File: src/rtl/simple_alu_csr_master.sv
// CSR request initiator: queues host commands, issues them one at a time
// on csr_req, and returns the response or a timeout error as a result.
module simple_alu_csr_master #(
    parameter int RegCount      = 8,
    parameter int RegDataWidth  = 32,
    parameter int RegAddrWidth  = $clog2(RegCount),
    parameter int CmdDepth      = 4,
    parameter int TimeoutCycles = 16
) (
    input  logic                       clk_i,
    input  logic                       rst_i,
    input  logic [RegAddrWidth-1:0]    cmd_addr_i,
    input  logic [RegDataWidth-1:0]    cmd_wr_data_i,
    input  logic                       cmd_wr_en_i,
    input  logic                       cmd_valid_i,
    output logic                       cmd_ready_o,
    output logic [RegAddrWidth-1:0]    csr_addr_o,
    output logic [RegDataWidth-1:0]    csr_wr_data_o,
    output logic                       csr_wr_en_o,
    output logic                       csr_req_valid_o,
    input  logic                       csr_req_ready_i,
    input  logic [RegDataWidth-1:0]    csr_rd_data_i,
    input  logic                       csr_rsp_valid_i,
    output logic                       csr_rsp_ready_o,
    output logic [RegDataWidth-1:0]    res_rd_data_o,
    output logic                       res_err_o,
    output logic                       res_valid_o,
    input  logic                       res_ready_i,
    output logic                       busy_o,
    output logic [$clog2(CmdDepth+1)-1:0] cmd_count_o
);

    localparam int PtrW = $clog2(CmdDepth);
    localparam int CntW = $clog2(CmdDepth + 1);
    localparam int TmrW = $clog2(TimeoutCycles);
    localparam int EntW = RegAddrWidth + RegDataWidth + 1;

    localparam logic [1:0] IDLE     = 2'd0;
    localparam logic [1:0] REQ      = 2'd1;
    localparam logic [1:0] WAIT_RSP = 2'd2;
    localparam logic [1:0] RESP     = 2'd3;

    logic [1:0]      state;
    logic [EntW-1:0] mem [CmdDepth];
    logic [PtrW-1:0] wr_ptr;
    logic [PtrW-1:0] rd_ptr;
    logic [CntW-1:0] count;
    logic [TmrW-1:0] tmr;
    logic            rsp_rdy;
    logic            full;
    logic            push;
    logic            pop;

    assign full            = (count == CntW'(CmdDepth));
    assign cmd_ready_o     = !full;
    assign push            = cmd_valid_i && cmd_ready_o;
    assign pop             = (state == IDLE) && (count != '0);
    assign csr_req_valid_o = (state == REQ);
    assign csr_rsp_ready_o = rsp_rdy;
    assign busy_o          = (state != IDLE) || (count != '0);
    assign cmd_count_o     = count;

    // Storage needs no reset: pointers and count define what is valid.
    always_ff @(posedge clk_i) begin
        if (push) begin
            mem[wr_ptr] <= {cmd_wr_en_i, cmd_addr_i, cmd_wr_data_i};
        end
    end

    always_ff @(posedge clk_i) begin
        if (rst_i) begin
            state         <= IDLE;
            wr_ptr        <= '0;
            rd_ptr        <= '0;
            count         <= '0;
            tmr           <= '0;
            rsp_rdy       <= 1'b0;
            csr_addr_o    <= '0;
            csr_wr_data_o <= '0;
            csr_wr_en_o   <= 1'b0;
            res_rd_data_o <= '0;
            res_err_o     <= 1'b0;
            res_valid_o   <= 1'b0;
        end else begin
            rsp_rdy <= 1'b1;
            if (push) begin
                wr_ptr <= wr_ptr + PtrW'(1);
            end
            if (pop) begin
                rd_ptr <= rd_ptr + PtrW'(1);
            end
            count <= count + CntW'(push) - CntW'(pop);

            unique case (state)
                IDLE: begin
                    if (pop) begin
                        {csr_wr_en_o, csr_addr_o, csr_wr_data_o} <= mem[rd_ptr];
                        state <= REQ;
                    end
                end
                REQ: begin
                    if (csr_req_ready_i) begin
                        tmr   <= '0;
                        state <= WAIT_RSP;
                    end
                end
                WAIT_RSP: begin
                    // A response on the final cycle still beats the timeout.
                    if (csr_rsp_valid_i) begin
                        res_rd_data_o <= csr_rd_data_i;
                        res_err_o     <= 1'b0;
                        res_valid_o   <= 1'b1;
                        state         <= RESP;
                    end else if (tmr == TmrW'(TimeoutCycles - 1)) begin
                        res_rd_data_o <= '0;
                        res_err_o     <= 1'b1;
                        res_valid_o   <= 1'b1;
                        state         <= RESP;
                    end else begin
                        tmr <= tmr + TmrW'(1);
                    end
                end
                RESP: begin
                    if (res_ready_i) begin
                        res_valid_o <= 1'b0;
                        state       <= IDLE;
                    end
                end
                default: state <= IDLE;
            endcase
        end
    end

endmodule

File: config.mk
export PLATFORM = sky130hd
export DESIGN_NAME = simple_alu_csr_master
export DESIGN_NICKNAME = d
export VERILOG_FILES = /design/src/rtl/simple_alu_csr_master.sv
export SDC_FILE = /design/constraint.sdc
export NUM_CORES = 1
export LEC_CHECK = 0
export ABC_AREA = 0
export CORE_MARGIN = 5
export CORE_UTILIZATION = 47
export CTS_CLUSTER_DIAMETER = 40
export DETAILED_ROUTE_END_ITERATION = 6
export PLACE_DENSITY = 0.78
export SYNTH_ARGS = -nofsm -noshare
export SYNTH_HDL_FRONTEND = slang
export SYNTH_SLANG_ARGS = --single-unit
File: constraint.sdc
create_clock -name clk_i -period 2 [get_ports clk_i]
set_input_delay 0.4 -clock clk_i [delete_from_list [all_inputs] [get_ports clk_i]]
set_output_delay 0.4 -clock clk_i [all_outputs]
set_load 0.005 [all_outputs]
==> results of run 1 <==
per-stage QoR:
stage	cell area [sq um]	setup TNS, ps
global placement	10220	-2271
CTS	11320	-28.83
detailed placement	10220	-1984
floorplan	8299	0
finish	11320	0
global route	11320	-49.37
per-layer routing:
| layer | part of all wire [%] | track usage [%] | vias to the layer above |
|---|---|---|---|
| met5 | 0 | 0 | - |
| met4 | 1.6 | 4.552 | 0 |
| met3 | 11 | 6.798 | 21 |
| met2 | 49 | 29.92 | 197 |
| met1 | 38 | 22.12 | 2391 |
| li1 | - | - | 2254 |
layout by cell type (no fill, tap or decap), types with 3 or more instances in the layout:
cell / synthesis / layout
clkbuf_16: 0 / 31
buf_4: 3 / 28
dfxtp_1: 84 / 77
and3_2: 0 / 4
inv_6: 0 / 6
ha_4: 0 / 3
inv_1: 9 / 6
clkdlybuf4s50_1: 0 / 147
a22oi_1: 32 / 32
clkinv_4: 0 / 3
ha_1: 12 / 9
mux4_2: 36 / 36
dfxtp_2: 0 / 6
buf_12: 0 / 6
clkbuf_1: 9 / 8
edfxtp_1: 144 / 144
a22o_1: 36 / 36
clkinvlp_4: 0 / 4
nand2_1: 8 / 8
xnor2_1: 4 / 4
inv_4: 0 / 3
nor2b_1: 4 / 4
nor2_1: 41 / 41
cell families after synthesis:
kind of cell	Yosys count	synth area share (%)
buffers and inverters	38	2.376
muxes	38	10.05
DFF	228	72.65
and+or+nand+nor	70	3.966
xor gates and xnor gates	5	0.5297
adders and majority gates	13	2.058
AOI/OAI and AO/OA	84	8.370
path summary, 6_finish.rpt:
| path | end | cells after the start | slack, ps |
|---|---|---|---|
| worst min-delay path | res_valid_o | 1 | 470 |
| worst max-delay path | cmd_count_o[1] | 8 | 4 |
| worst min register to register | res_valid_o | 1 | 470 |
| worst max register to register | cmd_count_o[1] | 8 | 4 |
repair_timing:
item,in CTS,in global routing
gates resized for setup,20,5
setup endpoints to repair,41,4
pin swaps,5,2
buffers inserted,6,0
cloned,1,0
flip-flops by register name, indices dropped and copies added, names as in the netlist:
register,cells
rd_ptr,2
csr_wr_data_o,32
res_rd_data_o,32
csr_wr_en_o,1
state,2
csr_rsp_ready_o,1
csr_addr_o,3
wr_ptr,2
mem,144
res_valid_o,1
res_err_o,1
tmr,4
cmd_count_o,3
critical path, cell delays in order (launching register included):
cell     delay (ps)
dfxtp_4         350
or3b_4          380
and2_4          160
inv_4            60
ha_4            190
inv_4            50
ha_4            120
fa_2            410
nor2b_1         140
layout make-up:
type                       count  share of cell area [%]
clock buffer                  39                   7.120
clock inverter                17                   1.636
inverter                      10                  0.3980
multi-input combinational    211                   19.00
sequential                   228                   53.17
tap                          225                   2.488
timing repair buffer         185                   16.19
power by group through the flow:
stage,combinational (W),sequential (W),clock [W]
after floorplan,0.00190,0.00622,0
after global placement,0.00353,0.00621,0
after detailed placement,0.00361,0.00625,0
after CTS,0.00381,0.00617,0.00525
after global routing,0.00407,0.00623,0.00548
final,0.00373,0.00616,0.00513
==> results.toml, run 1 <==
[placement]
dp.cells = 852
io_buffers = 150
dp_worst_setup_slack_ps = -283.5
place_hpwl_um = 10990
gp_congestion = 0.7506

[synthesis]
syn_area_sq_um = 8267
synth.most_common_cell = "edfxtp_1"
syn_avg_cell_area_sq_um = 17.37
synthFlopType = "edfxtp_1"
async_flop_share_pct = 0
synth-edff-count = 144
yosysSeqAreaShare_pct = 72.65
yosysWarnings = 0
synth_cells = 476
yosys.area.top_type = "edfxtp_1"
yosysUniqueCellTypes = 42
yosysTopAreaCellShare_pct = 52.31
syn_nets = 563
synth_area_leaders = "edfxtp_1, dfxtp_1, mux4_2, a22o_1, a22oi_1"
ys_seq_elements = 228
yosys-top-cells-count = "edfxtp_1, dfxtp_1, nor2_1, a22o_1, mux4_2"

[grt]
overflow = 0
grt_max_degree = 42
track_usage_pct = 17.89
antenna_found_initial = 0
grt_pass1_wl_um = 28680
grt_pass1_vias = 5364

[power_and_ir_drop]
p_clk_share_pct = 34.1
swShare_pct = 26.00
powerDensity_nw_per_um2 = 1327
p_leak_nw = 3.934
p_switching_w = 0.003905
finalPower_w = 0.01502
combPwrFrac_pct = 24.8
p_int_w = 0.01112
vdd_drop_max_mv = 0.9418
power_frac_seq_pct = 41.0

[clock_network]
cts_tree = "yes"
worstSkewPairLatency_ps = 530
cts_root_buf = "clkbuf_16"
clock_sinks = 228
clk_pin_slew_ps = 60
cts-hold-fix-buffers = 0
clock_path_buffers = 3
htreeDepth = 1
cts_buffers = 30

[die]
die_y_um = 142.6
core_sq_um = 17300
start_util_pct = 47.79
rows = 48
pin_count = 151
die_area_sq_um = 20340
die_w_um = 142.6

[critical_path]
cp_max_fo = 4
end_kind = "register"
r2r-start = "cmd_count_o[0]"
path_class = "register to register"
cp.arrival_ps = 2380
cp.required_ps = 2390
worstSetupStartpointType = "register"
critPathLaunch = "cmd_count_o[0]"

[drt]
final_antenna_net_count = 0
wl_per_cell_um = 19.27
firstDrtPassIters = 5
viasPerCell = 5.315
num_vias = 4863
totalWireLength_um = 17630
detail_route.iter0.violations = 288
post-route-drc-count = 0

[sta]
setup_violations = 0
min_period_over_period_pct = 99.82
max_slew_margin_pct = 58.70
max_freq_mhz = 500.9
period_minus_slack_ps = 1996
postLayoutSetupSlackWorst_ps = 3.615
finalClockSkew_ps = 11.19
finalHoldViolations = 0
worst_pin_slew_ps = 618.1
rsz0062_at_grt = "yes"
holdWs_ps = 467.1
slew_viol_final = 0

[layout]
layout-drive-gt1-share_pct = 21.74
area_growth_pct = 36.90
nets = 753
finalNonFillerCells = 915
fin_util_pct = 65.43
diodes = 0
layout.area.seq_sq_um = 6017
multi_input_area_sq_um = 2151
fill_cells = 1174

[flow_run]
maxCapViolations = 0

[worst_hold_path]
worstHoldStart = "res_valid_o"
hold_class = "register to register"

[status]
status = "completed"
Note: power is estimated with default switching activity, not from simulation.
==> run 2, diff against run 1 <==
==> constraint.sdc (replaced) <==
create_clock -name clk_i -period 2 [get_ports clk_i]
set_input_delay 0.2 -clock clk_i [delete_from_list [all_inputs] [get_ports clk_i]]
set_output_delay 0.2 -clock clk_i [all_outputs]
set_load 0.005 [all_outputs]
==> results.toml, run 2 (synthesis gave the netlist of run 1 again) <==
[status]
status = "completed"

[grt]
grt_max_degree = 42
grt_pass1_vias = 5228
overflow = 0
track_usage_pct = 17.53
antenna_found_initial = 0
grt_pass1_wl_um = 28220

[drt]
viasPerCell = 5.436
wl_per_cell_um = 20.01
detail_route.iter0.violations = 280
final_antenna_net_count = 0
totalWireLength_um = 18050
firstDrtPassIters = 5
num_vias = 4903
post-route-drc-count = 0

[die]
core_sq_um = 17300
die_area_sq_um = 20340
die_y_um = 142.6
pin_count = 151
rows = 48
start_util_pct = 47.79
die_w_um = 142.6

[critical_path]
cp_max_fo = 4
rr_endpoint = "cmd_count_o[1]"
r2r-start = "cmd_count_o[1]"
rrSetupSlack_ps = 4
ff2ff_path_depth = 8
cp.arrival_ps = 2380
worstSetupStartpointType = "register"
path_class = "register to register"
critPathLaunch = "cmd_count_o[1]"
cp.required_ps = 2390
end_kind = "register"

[placement]
gp_congestion = 0.7406
place_hpwl_um = 11350
io_buffers = 150
dpl_cell_area_sq_um = 10180
dp.cells = 846

[sta]
finalHoldViolations = 0
min_period_over_period_pct = 99.81
slew_viol_final = 0
max_slew_margin_pct = 45.67
finalClockSkew_ps = 22.82
setup_violations = 0
worst_pin_slew_ps = 815.0
rsz0062_at_grt = "yes"
period_minus_slack_ps = 1996
holdWs_ps = 301.3
max_freq_mhz = 501.0

[power_and_ir_drop]
p_leak_nw = 3.910
vdd_drop_max_mv = 0.8992
finalPower_w = 0.01524
powerDensity_nw_per_um2 = 1352

[clock_network]
clock_path_buffers = 3
cts_tree = "yes"
cts_buffers = 29
cts_root_buf = "clkbuf_16"
clock_sinks = 228
clk_pin_slew_ps = 60
htreeDepth = 1
worstSkewPairLatency_ps = 530

[worst_hold_path]
min_to = "mem[0][33]"
hold_class = "input pin to register"
hold_depth = 1
worstHoldStart = "cmd_addr_i[1]"

[flow_run]
maxCapViolations = 0

[layout]
finalNonFillerCells = 902
max_flop_register = "mem"
fill_cells = 1161
fin_area_sq_um = 11270
nets = 741
layout-drive-gt1-share_pct = 20.09
multi_input_area_sq_um = 2150
diodes = 0
layout.area.seq_sq_um = 6017
largest_register_ffs = 144
area_growth_pct = 36.28
fin_util_pct = 65.13
layout_commonest_cell = "clkdlybuf4s50_1"
reg_top3 = "mem x144, csr_wr_data_o x32, res_rd_data_o x32"
most-common-layout-cells = "clkdlybuf4s50_1, edfxtp_1, dfxtp_1, nor2_1"
-- run 2: cell types whose count changed in the layout (fill, tap and decap cells not counted), sizes merged --
cell         change
clkbuf           -4
clkinvlp         -3
dlygate4sd2      +2
inv              +2
buf             -11
bufinv           +2
clkinv           -1
-- run 2: worst max-delay path by stage --
stage,endpoint,slack (ps),cells after the start
4_1_cts,csr_wr_en_o,10,5
3_3_place_gp,cmd_count_o[2],-40,9
2_1_floorplan,cmd_count_o[2],9,9
5_1_grt,cmd_count_o[1],-40,8
6_report,cmd_count_o[1],4,8
3_5_place_dp,cmd_count_o[2],-80,9
-- run 2: power breakdown --
part,switching (W),internal [W],leakage (nW)
Clock,0.00197,0.00338,0.498
Sequential,0.000392,0.00581,2.01
Combinational,0.00156,0.00213,1.41
Total,0.00392,0.0113,3.91
-- run 2: per-stage QoR --
| step | setup TNS (ps) | setup WS, ps |
|---|---|---|
| floorplan | 0 | 8.735 |
| global placement | -40.65 | -40.65 |
| detailed placement | -479.0 | -79.04 |
| CTS | 0 | 9.626 |
| global route | -62.39 | -42.76 |
| finish | 0 | 3.878 |
-- run 2: worst max-delay path, cell delays in order (launching register included) --
cell and delay [ps]:
dfxtp_4 350, or3b_4 390, and2_4 160, inv_4 50, ha_4 190, inv_4 50
ha_4 120, fa_2 410, nor2b_1 130
-- run 2: final cells by class --
| cell class | instances | share of cell area, % |
|---|---|---|
| Clock buffer | 37 | 7.075 |
| Clock inverter | 17 | 1.966 |
| Inverter | 10 | 0.3776 |
| Multi-Input combinational cell | 211 | 19.08 |
| Sequential cell | 228 | 53.41 |
| Tap cell | 225 | 2.499 |
| Timing Repair Buffer | 174 | 15.59 |
-- run 2: layer usage --
metal	up-vias	part of all wire (%)	GRT usage, %
li1	2231	-	-
met4	0	1.5	4.102
met3	25	9.6	6.095
met5	-	0	0
met1	2445	40	22.30
met2	202	49	29.23
-- run 2: timing repair --
| item | 4_1_cts | 5_1_grt |
|---|---|---|
| gates resized for setup | 11 | 7 |
| setup buffers | 1 | 0 |
| gates cloned | 0 | 1 |
| pin swaps | 2 | 5 |
| hold buffers | 0 | 0 |
| setup endpoints to repair | 38 | 38 |
==> run 3, diff against run 2 <==
Settings changed: CORE_UTILIZATION 47 to 49, CTS_BUF_LIST set to sky130_fd_sc_hd__clkbuf_4, CTS_CLUSTER_SIZE set to 8, PLACE_DENSITY 0.78 to 0.8.
==> results.toml, run 3 (synthesis gave the netlist of run 1 again) <==
[drt]
firstDrtPassIters = 5
post-route-drc-count = 0
totalWireLength_um = 17390
detail_route.iter0.violations = 278
final_antenna_net_count = 0
viasPerCell = 5.381
num_vias = 4902
wl_per_cell_um = 19.09

[sta]
period_minus_slack_ps = 1982
finalClockSkew_ps = 32.46
max_slew_margin_pct = 26.22
worst_pin_slew_ps = 1104
setup_violations = 0
slew_viol_final = 0
min_period_over_period_pct = 99.12
max_freq_mhz = 504.4
rsz0062_at_grt = "yes"
finalHoldViolations = 0

[critical_path]
worstSetupStartpointType = "register"
rrSetupSlack_ps = 20
critPathLaunch = "cmd_count_o[0]"
cp.arrival_ps = 2470
path_class = "register to register"
cp_max_fo = 4
cp.required_ps = 2490
end_kind = "register"
r2r-start = "cmd_count_o[0]"

[clock_network]
worstSkewPairLatency_ps = 610
cts_buffers = 37
clk_pin_slew_ps = 90
clock_path_buffers = 3
cts_root_buf = "clkbuf_4"
cts_tree = "yes"
cts-hold-fix-buffers = 0
clock_sinks = 228
htreeDepth = 2

[layout]
reg_top3 = "mem x144, csr_wr_data_o x32, res_rd_data_o x32"
most-common-layout-cells = "clkdlybuf4s50_1, edfxtp_1, dfxtp_1, clkbuf_4, nor2_1"
largest_register_ffs = 144
nets = 749
layout-drive-gt1-share_pct = 22.46
fin_area_sq_um = 10780
layout_commonest_cell = "clkdlybuf4s50_1"
fill_cells = 1188
fin_util_pct = 65.01
max_flop_register = "mem"
area_growth_pct = 30.41

[power_and_ir_drop]
power_frac_seq_pct = 47.8
p_switching_w = 0.003480
p_int_w = 0.009433
vdd_drop_max_mv = 0.5694
finalPower_w = 0.01291
swShare_pct = 26.95
p_leak_nw = 3.719
p_clk_share_pct = 23.6
combPwrFrac_pct = 28.6
powerDensity_nw_per_um2 = 1198

[worst_hold_path]
worstHoldStart = "cmd_wr_data_i[5]"
hold_class = "input pin to register"

[grt]
overflow = 0
grt_pass1_wl_um = 27880
antenna_found_initial = 0
grt_pass1_vias = 5376
grt_max_degree = 37
track_usage_pct = 17.91

[placement]
gp_congestion = 0.7442
dpl_cell_area_sq_um = 10190
place_hpwl_um = 10840
io_buffers = 150

[status]
status = "completed"

[die]
die_y_um = 139.9
pin_count = 151
die_area_sq_um = 19570
rows = 47
start_util_pct = 49.85
die_w_um = 139.9
core_sq_um = 16580

[flow_run]
maxCapViolations = 0
run 3: layout make-up:
class	count	area, sq um	share of cell area, %
sequential	228	6020	55.84
clock buffer	59	442.9	4.109
antenna	1	2.502	0.02321
inverter	10	47.55	0.4410
timing repair buffer	175	1782	16.53
clock inverter	8	66.31	0.6151
tap	220	275.3	2.553
multi-input combinational	210	2145	19.89
run 3: worst paths after layout:
path              cells past startpoint        endpoint
setup / recovery                      8  cmd_count_o[1]
hold / removal                        1       mem[2][5]
setup reg to reg                      8  cmd_count_o[1]
hold reg to reg                       1     res_valid_o
run 3: what timing repair did:
action / 4_1_cts / 5_1_grt
endpoints found under the setup margin: 27 / 21
pin swaps: 3 / 4
setup buffers: 1 / 2
gates resized for setup: 20 / 6
run 3: power groups by stage:
stage | Clock [W] | Sequential [W] | Combinational, W
after floorplan | 0 | 0.00622 | 0.00190
after global placement | 0 | 0.00622 | 0.00354
after detailed placement | 0 | 0.00627 | 0.00364
after CTS | 0.00317 | 0.00618 | 0.00372
after global routing | 0.00339 | 0.00626 | 0.00402
final | 0.00304 | 0.00617 | 0.00369
run 3: through the flow:
step | TNS [ps] | instances | hold WS [ps] | setup WS, ps
2_1_floorplan | 0 | 476 | 298.9 | 8.735
3_3_place_gp | -83.97 | 840 | 455.1 | -66.37
3_5_place_dp | -172.5 | 840 | 459.8 | -108.6
4_1_cts | 0 | 908 | 168.3 | 6.350
5_1_grt | -114.2 | 910 | 161.2 | -40.78
6_report | 0 | 911 | 219.5 | 17.64
run 3: metal layers:
| layer | vias up | GRT usage, % | wire length (um) |
|---|---|---|---|
| met5 | - | 0 | 0 |
| met4 | 0 | 6.068 | 398 |
| met3 | 37 | 6.518 | 1598 |
| met2 | 191 | 29.91 | 8396 |
| met1 | 2408 | 21.66 | 6996 |
| li1 | 2266 | - | - |
run 3: worst max-delay path, stage by stage (launching register included):
cell and delay [ps]:
dfxtp_4 370, or3b_4 400, and2_4 160, inv_4 60
ha_4 190, inv_4 50, ha_4 120, fa_2 410
nor2b_1 130
==> RTL edit, RTL diff (config.mk and constraints of run 2) <==
The parameter `CmdDepth` goes from 4 to 2.
--- a/src/rtl/simple_alu_csr_master.sv
+++ b/src/rtl/simple_alu_csr_master.sv
@@ -5,5 +5,5 @@
     parameter int RegDataWidth  = 32,
     parameter int RegAddrWidth  = $clog2(RegCount),
-    parameter int CmdDepth      = 4,
+    parameter int CmdDepth      = 2,
     parameter int TimeoutCycles = 16
 ) (
Interface: changed (resized cmd_count_o); port bits go from 151 to 150. The function was not compared with the original's and may differ.
==> RTL edit against run 2 <==
- power is 32% lower
- area after synthesis fell by 31%
- final area down 30%
- routed wire length shrank 29%
- sequential cell count down 75
- setup slack improved by 0.081 ns
- highest routed layer unchanged
- synthesized cell count decreased by 4.8%
- combinational power down 14%
==> RTL edit: results (changes against run 2) <==
metric,value,unit,change
total vias in the final route,4029,,-18%
cell total after placement,728,,-14%
final-layout fill cell count,917,,-21%
type of the most critical hold path,input port to register,,
pre-CTS setup slack,0.247,ns,+0.326 ns
library cell used as clock root buffer,clkbuf_16,,
count of buffers added by post-CTS timing repair for setup,0,,-1
Worst setup startpoint,state[0],,
number of unique standard cell types used by synthesis,45,,+7.1%
register-to-register setup slack,0.37,ns,+0.37 ns
"Warnings, synthesis",0,,unchanged
CP Data Arrival Time,1.72,ns,-0.66 ns
top post-synthesis cells by area,"edfxtp_1, dfxtp_1, mux2i_1, a211oi_1, a21oi_1",,
sequential cell area fraction in the yosys report,66.6,%,-6.0 points
final core area utilization,65.8,%,+0.62 points
total wire length after detailed routing,12.8,mm,-29%
post-detailed-placement half-perimeter wirelength,8.57,mm,-25%
run status,finished clean,,
synthesized instance count,453,,-4.8%
clock slew at the register clock pins of the worst setup and hold paths,0.06,ns,about the same
die area,14400,sq um,-29%
first-pass GRT wire length,20.4,mm,-28%
depth of the worst hold-timing path,2,,+1
number of search-and-repair iterations in the first detailed-routing pass,4,,-1
final weighted congestion of routability-driven global placement,0.739,,-0.22%
Placement Cell Area,7290,sq um,-28%
Layout Nets,681,,-8.1%
count of input and output buffers,149,,-0.67%
worst-skew pair later-pin latency,0.42,ns,-0.11 ns
r2r endpoint,tmr[1],,
actual slew at the worst max-slew pin,0.438,ns,-0.377 ns
overall global routing resource usage,18.0,%,+0.43 points
"count of placed standard cells in the final layout, fillers left out",760,,-16%
Final Skew,0.00997,ns,-0.0129 ns
share of final-layout standard cells stronger than drive strength 1,9.14,%,-11 points
largest registers,"mem x72, csr_wr_data_o x32, res_rd_data_o x32",,
net count after synthesis,534,,-5.2%
Reg2Reg Depth,6,,-2
Max VDD drop,0.000826,V,-8.1%
Post-synth EDFFs,72,,-50%
number of clock buffers inserted by TritonCTS,17,,-41%
Reg2Reg Launch Point,state[0],,
initial antenna violation count,0,,unchanged
iteration-0 DRC count of the detailed router,205,,-27%
fraction of synthesis flops using an asynchronous set or reset pin,0,%,unchanged
smallest hold slack,0.115,ns,-0.187 ns
leak pwr,2.65,nW,-32%
number of diodes added for antenna fixing,0,,unchanged
H-tree levels,4,,+3
critical hold path startpoint,rst_i,,
highest net fanout along the worst path,4,,unchanged
maximum buffer depth of the clock tree,2,,-1
most frequent cells after synthesis,"dfxtp_1, edfxtp_1, mux2i_1, nand2_1, nor2_1",,
worst-case hold path end point,cmd_count_o[0],,
pin count of the biggest net entering global routing,74,,+76%
number of global-route vias before repair,4121,,-21%
-- RTL edit: worst max-delay path by stage --
| stage | endpoint | cells past startpoint | slack (ns) |
|---|---|---|---|
| 5_1_grt | busy_o | 4 | 0.005 |
| 3_3_place_gp | busy_o | 4 | 0.32 |
| 6_report | busy_o | 4 | 0.08 |
| 3_5_place_dp | busy_o | 4 | 0.25 |
| 4_1_cts | busy_o | 4 | 0.009 |
| 2_1_floorplan | mem[1][0] | 2 | 0.05 |
-- RTL edit: kinds of logic after synthesis --
kind of cell	count (synthesis)	synth area share, %
flip-flops	153	66.6
multiplexers	40	7.07
AO/OA/AOI/OAI	119	13.5
XOR/XNOR	2	0.308
buffers and inverters	39	3.79
adder cells (fa/ha/maj)	7	1.54
AND/OR/NAND/NOR	93	7.14
-- RTL edit: layer usage --
layer  vias to the layer above  global-route usage [%]  wire [microns]
met1                      1921                    21.5            5410
met4                         0                    6.01             179
met3                        17                    6.97            1050
met2                       147                    29.6            6130
li1                       1944                       -               -
met5                         -                       0               0
-- RTL edit: power breakdown --
group / switching (mW) / internal [mW]
clock network: 1.16 / 1.73
registers: 0.374 / 3.98
logic: 1.49 / 1.67
-- RTL edit: cell type report --
cell class | instances | area share [%]
well taps | 147 | 2.35
inverters | 8 | 0.383
clock inverters | 10 | 1.04
clock buffers | 22 | 5.80
repair buffers | 159 | 20.6
multi-input cells | 261 | 21.5
flip-flops and latches | 153 | 48.3
-- RTL edit: critical path, stage by stage (launching register included) --
cell	delay [ns]
dfxtp_1	0.34
inv_2	0.09
ha_2	0.19
or3b_4	0.40
dlygate4sd2_1	0.28
-- RTL edit: timing repair --
action | in CTS | in global routing
pin swaps | 0 | 0
resized for setup | 3 | 3
setup endpoints to repair | 1 | 1
